File: src/rtl/pool_row_sequencer.sv
// Streams one feature-map tile from the line buffer into the pooling unit, one row burst at a time.
// Optional perf_cycles busy-cycle counter is built when POOL_SEQ_PERF_EN is defined.
module pool_row_sequencer #(
  parameter int DATA_W  = 256,
  parameter int ADDR_W  = 16,
  parameter int DIM_W   = 16,
  parameter int GAP_CYC = 2
) (
  input  logic              clk,
  input  logic              rst,
  input  logic              start,
  input  logic [DIM_W-1:0]  cfg_row,
  input  logic [DIM_W-1:0]  cfg_col,
  input  logic              cfg_pool_en,
  input  logic              cfg_layer1,
  input  logic [ADDR_W-1:0] cfg_base_addr,
  output logic              busy,
  output logic              done,
  output logic              err,
  output logic              rd_en,
  output logic [ADDR_W-1:0] rd_addr,
  input  logic [DATA_W-1:0] rd_data,
  output logic              pu_pool_en,
  output logic              pu_layer1,
  output logic [DIM_W-1:0]  pu_col,
  output logic              pu_valid_in,
  output logic [DATA_W-1:0] pu_data_in,
  input  logic              pu_pool_end
`ifdef POOL_SEQ_PERF_EN
  ,
  output logic [31:0]       perf_cycles
`endif
);

  localparam int GAP_W = (GAP_CYC > 1) ? $clog2(GAP_CYC) : 1;
  localparam logic [DIM_W-1:0]  DIM_ONE  = DIM_W'(1);
  localparam logic [ADDR_W-1:0] ADDR_ONE = ADDR_W'(1);
  localparam logic [GAP_W-1:0]  GAP_ONE  = GAP_W'(1);
  localparam logic [GAP_W-1:0]  GAP_LAST = GAP_W'(GAP_CYC - 1);

  typedef enum logic [2:0] {
    S_IDLE,
    S_ISSUE,
    S_GAP,
    S_WAIT_END,
    S_DONE
  } state_e;

  state_e              state_q, state_d;
  logic [DIM_W-1:0]    row_q, row_d;
  logic [DIM_W-1:0]    row_cnt_q, row_cnt_d;
  logic [DIM_W-1:0]    col_cnt_q, col_cnt_d;
  logic [GAP_W-1:0]    gap_cnt_q, gap_cnt_d;
  logic [ADDR_W-1:0]   addr_q, addr_d;
  logic                pend_q, pend_d;
  logic                busy_q, busy_d;
  logic                done_q, done_d;
  logic                err_q, err_d;
  logic                rd_en_q, rd_en_d;
  logic                pool_en_q, pool_en_d;
  logic                layer1_q, layer1_d;
  logic [DIM_W-1:0]    col_q, col_d;
  logic                valid_q;
  logic [DATA_W-1:0]   data_q;
`ifdef POOL_SEQ_PERF_EN
  logic [31:0]         perf_q, perf_d;
`endif

  always_comb begin
    // NOTE: every _d gets a default first so no path through the case leaves it unassigned (no latches).
    state_d   = state_q;
    row_d     = row_q;
    row_cnt_d = row_cnt_q;
    col_cnt_d = col_cnt_q;
    gap_cnt_d = gap_cnt_q;
    addr_d    = addr_q;
    pend_d    = pend_q;
    busy_d    = busy_q;
    pool_en_d = pool_en_q;
    layer1_d  = layer1_q;
    col_d     = col_q;
    done_d    = 1'b0;
    err_d     = 1'b0;
    rd_en_d   = 1'b0;
`ifdef POOL_SEQ_PERF_EN
    perf_d    = (busy_q && perf_q != '1) ? perf_q + 32'd1 : perf_q;
`endif

    unique case (state_q)
      S_IDLE: begin
        if (start) begin
          if (cfg_row == '0 || cfg_col == '0) begin
            err_d = 1'b1;
          end else begin
            row_d     = cfg_row;
            col_d     = cfg_col;
            pool_en_d = cfg_pool_en;
            layer1_d  = cfg_layer1;
            row_cnt_d = '0;
            col_cnt_d = '0;
            addr_d    = cfg_base_addr;
            pend_d    = 1'b0;
            busy_d    = 1'b1;
            rd_en_d   = 1'b1;
            state_d   = S_ISSUE;
`ifdef POOL_SEQ_PERF_EN
            perf_d    = '0;
`endif
          end
        end
      end

      S_ISSUE: begin
        addr_d = addr_q + ADDR_ONE;
        if (col_cnt_q == col_q - DIM_ONE) begin
          col_cnt_d = '0;
          gap_cnt_d = '0;
          state_d   = S_GAP;
        end else begin
          col_cnt_d = col_cnt_q + DIM_ONE;
          rd_en_d   = 1'b1;
        end
      end

      S_GAP: begin
        if (gap_cnt_q == GAP_LAST) begin
          // A row-end pulse on the transition edge is held so WAIT_END still sees it.
          pend_d  = pu_pool_end;
          state_d = S_WAIT_END;
        end else begin
          gap_cnt_d = gap_cnt_q + GAP_ONE;
        end
      end

      S_WAIT_END: begin
        if (pu_pool_end || pend_q) begin
          pend_d = 1'b0;
          if (row_cnt_q == row_q - DIM_ONE) begin
            busy_d  = 1'b0;
            done_d  = 1'b1;
            state_d = S_DONE;
          end else begin
            row_cnt_d = row_cnt_q + DIM_ONE;
            rd_en_d   = 1'b1;
            state_d   = S_ISSUE;
          end
        end
      end

      S_DONE: state_d = S_IDLE;

      default: state_d = S_IDLE;
    endcase
  end

  always_ff @(posedge clk) begin
    // NOTE: sequential state uses non-blocking assignments so every flop samples pre-edge values.
    if (rst) begin
      state_q   <= S_IDLE;
      row_q     <= '0;
      row_cnt_q <= '0;
      col_cnt_q <= '0;
      gap_cnt_q <= '0;
      addr_q    <= '0;
      pend_q    <= 1'b0;
      busy_q    <= 1'b0;
      done_q    <= 1'b0;
      err_q     <= 1'b0;
      rd_en_q   <= 1'b0;
      pool_en_q <= 1'b0;
      layer1_q  <= 1'b0;
      col_q     <= '0;
      valid_q   <= 1'b0;
      data_q    <= '0;
`ifdef POOL_SEQ_PERF_EN
      perf_q    <= '0;
`endif
    end else begin
      state_q   <= state_d;
      row_q     <= row_d;
      row_cnt_q <= row_cnt_d;
      col_cnt_q <= col_cnt_d;
      gap_cnt_q <= gap_cnt_d;
      addr_q    <= addr_d;
      pend_q    <= pend_d;
      busy_q    <= busy_d;
      done_q    <= done_d;
      err_q     <= err_d;
      rd_en_q   <= rd_en_d;
      pool_en_q <= pool_en_d;
      layer1_q  <= layer1_d;
      col_q     <= col_d;
      valid_q   <= rd_en_q;
      data_q    <= rd_data;
`ifdef POOL_SEQ_PERF_EN
      perf_q    <= perf_d;
`endif
    end
  end

  assign busy        = busy_q;
  assign done        = done_q;
  assign err         = err_q;
  assign rd_en       = rd_en_q;
  assign rd_addr     = addr_q;
  assign pu_pool_en  = pool_en_q;
  assign pu_layer1   = layer1_q;
  assign pu_col      = col_q;
  assign pu_valid_in = valid_q;
  assign pu_data_in  = data_q;
`ifdef POOL_SEQ_PERF_EN
  assign perf_cycles = perf_q;
`endif

endmodule

File: config.mk
export PLATFORM = sky130hd
export DESIGN_NAME = pool_row_sequencer
export DESIGN_NICKNAME = d
export VERILOG_FILES = /design/src/rtl/pool_row_sequencer.sv
export SDC_FILE = /design/constraint.sdc
export NUM_CORES = 1
export LEC_CHECK = 0
export CORE_AREA = 4 4 233 235
export CTS_CLUSTER_DIAMETER = 200
export DETAILED_ROUTE_END_ITERATION = 8
export DIE_AREA = 0 0 237 239
export HOLD_SLACK_MARGIN = 0.05
export PLACE_DENSITY_LB_ADDON = 0.2
export SLEW_MARGIN = 25
export SYNTH_ARGS = -nofsm -noshare
export SYNTH_HDL_FRONTEND = slang
export SYNTH_SLANG_ARGS = --single-unit
File: constraint.sdc
create_clock -name clk -period 3.65 [get_ports clk]
set_input_delay 1.095 -clock clk [delete_from_list [all_inputs] [get_ports clk]]
set_output_delay 1.095 -clock clk [all_outputs]
set_load 0.1 [all_outputs]
==> metrics.txt <==
outcome completed; Starting Density 23.3%; M1 GR Usage 17.2%; first drt pass iteration count 5; worst flop-to-flop path startpoint row_q[0]$_SDFFE_PP0P_; setup violation total in the final timing report 0; crit share post-route 86.3%; total CTS buffers 41; H-tree depth 2; prevailing post-synth register cell dfxtp_1; Critical Path Start Type register; antenna violations before repair 15; Longest Clk Path Bufs 3; CP peak stage delay 0.53 ns; Final HPWL DP 35600 um; first-pass GRT wire length 66700 um; PostCTS Resize Cnt 0; Comb pwr share 24.2%; final worst slack 0.500 ns; Synth Register Bits 348; PwrDens 537 mW/mm2; I/O pin count 605; EDFF count, synth 0; layout cells sized above 1 22.5%; Post-Syn Nets 1558; Die ar. 0.0566 mm2; Routed wire per std cell 17.8 um; Yosys warning count 0; pin count of the biggest net entering global routing 106; Gate Count Post-Synth 1243; mean post-synth cell area 9.81 um2; Final Core Density 37.8%; Row Count 84; Fin Clk Skew 0.0215 ns; Crit. Startpoint row_q[0]$_SDFFE_PP0P_; global routing usage on met3 6.65%; GPL Wtd Cong 0.784; HP Start pu_layer1$_SDFFE_PP0P_; CTS tree built; most used cell, CP a2111oi_4; Hold-fix buffers, CTS 0; Synth Cell Area 0.0122 mm2; Nets 2168; Worst VDD drop 330 uV; layer with the highest usage met2; Fin. Hold Viols 0; number of vias per cell 4.21; DP Worst Slack -0.0417 ns; Residual DRC 0; gr usage total 15.1%; Post-synth ARST share 0%; fmax 0.317 GHz; setup repair bufs after CTS 0; P_sw 0.00357 W; Critical Path AT 3.57 ns; Syn-to-layout area delta 61.9%; ANT nets after route 0; RSZ-0062 raised after global routing no; GRT overflow 0; Worst-Skew Late Latency 0.55 ns; Flop pwr share 38.8%; DIE HEIGHT 239 um; Worst Tran Pin Value 0.714 ns; most frequent cells in the layout 346 x dfxtp_1, 325 x buf_4, 308 x clkdlybuf4s50_1, 260 x nor2b_1, 101 x nand2_1; required time of the critical path 4.07 ns; most common cell after layout, fill and taps aside dfxtp_1; share of power burned in the clock network 37.0%; Max Slew Vio Count 0; die width 237 um; met2 GRT Util 25.6%; CP Max Fanout 22; Pleak 8.09 nW; Crit Path Class reg -> reg; CP Cell Sequence or3_1, or4_4, a2111oi_4, nand4_1, a2111oi_4, and2_1, buf_12, or4_1, a21oi_2; Hold WS 0.461 ns; PortBufs 604; Tmin final 3.15 ns; Core ar. 0.0522 mm2; Power Total 0.0106 W; Hold WC Path Type reg -> reg; critical path capture point type register; Initial DRC Count 435; relative slew slack 52.0%; slowest stage cell, crit path or4_4; switching fraction of total power 33.6%; P_int 0.00703 W; post-synthesis sequential area ratio 57.1%; Max-Cap Viols 0; clock slew at reported path FFs 0.06 ns; clk sinks 348; vias in the first global route 10900; final wirelength 45900 um; via count 10900; root buffer cell clkbuf_16; post-synthesis cell type count 62
## registers in the layout (all words and copies together) (netlist names)
register and cells:
pu_data_in 256, col_cnt_q 16, pu_col 16, rd_addr 16, row_cnt_q 16, row_q 16, state_q 3, busy 1
done 1, err 1, gap_cnt_q 1, pend_q 1, pu_layer1 1, pu_pool_en 1, pu_valid_in 1, rd_en 1
## critical path, delay by kind of cell, from the launching register on
| kind | cells | cell delay, ns |
|---|---|---|
| AO/OA/AOI/OAI | 3 | 0.75 |
| AND/OR/NAND/NOR | 5 | 1.71 |
| buffers and inverters | 1 | 0.19 |
| flip-flops | 1 | 0.35 |
## synth_stat cells, types with 7 or more instances
master | n | area [um2]
dfxtp_1 | 348 | 6970
nor2b_1 | 260 | 1630
nand2_1 | 101 | 379
clkbuf_1 | 67 | 251
a21oi_1 | 65 | 325
nor2_1 | 59 | 221
nand3_1 | 31 | 155
xnor2_1 | 30 | 263
nor3_1 | 22 | 110
xor2_1 | 21 | 184
o21ai_0 | 20 | 100
nand4_1 | 18 | 113
or3_1 | 18 | 113
and3_1 | 16 | 100
nor4_1 | 16 | 100
o21ai_1 | 12 | 60.1
inv_1 | 11 | 41.3
a211oi_1 | 8 | 60.1
nand2b_1 | 7 | 43.8
o211ai_1 | 7 | 52.6
or4_1 | 7 | 52.6
## layout make-up
cell class              count  area [um2]
inverters                  11        41.3
flip-flops and latches    348        6970
diodes                      7        17.5
clock inverters            15         116
clock buffers              58        1180
fillers                  5189       32500
multi-input cells         810        4880
well taps                 688         861
repair buffers            641        5680
## per-stage QoR
stage	instances	setup TNS, ns	instance area [um2]
floorplan	1243	0	12200
finish	2578	0	19700
global route	2571	0	19700
CTS	2571	0	19700
detailed placement	2498	-0.119	18400
global placement	2498	-0.0352	18400
## power groups by stage
stage          registers (W)  logic, W  clock network [W]
6_report             0.00411   0.00256            0.00393
5_1_grt              0.00413   0.00267            0.00421
4_1_cts              0.00411   0.00259            0.00410
3_5_place_dp         0.00419   0.00258                  0
3_3_place_gp         0.00419   0.00257                  0
2_1_floorplan        0.00548  0.000452                  0
## routing by layer
metal | vias to the layer above | share of wire (%)
li1 | 5383 | -
met1 | 4971 | 39
met2 | 411 | 49
met3 | 81 | 9.7
met4 | 16 | 2.6
met5 | - | 0.22
## path summary, 6_finish.rpt
kind / end / slack (ns) / cells after the start
worst max-delay path: row_cnt_q[8]$_SDFFE_PP0P_ / 0.50 / 9
worst min register to register: pu_layer1$_SDFFE_PP0P_ / 0.46 / 2
worst min-delay path: pu_layer1$_SDFFE_PP0P_ / 0.46 / 2
worst max register to register: row_cnt_q[8]$_SDFFE_PP0P_ / 0.50 / 9
## cell families (layout without fill, tap and decap cells)
logic type	count (synthesis)	count (layout)	synth area share, %
compound gates	165	165	8.77
xor+xnor	51	51	3.66
fa+ha+maj	5	5	0.513
buf+inv	85	725	2.92
flops	348	348	57.1
mux	4	4	0.339
other cells	0	7	0
simple gates	585	585	26.7
Power figures use the tool's default switching activity.
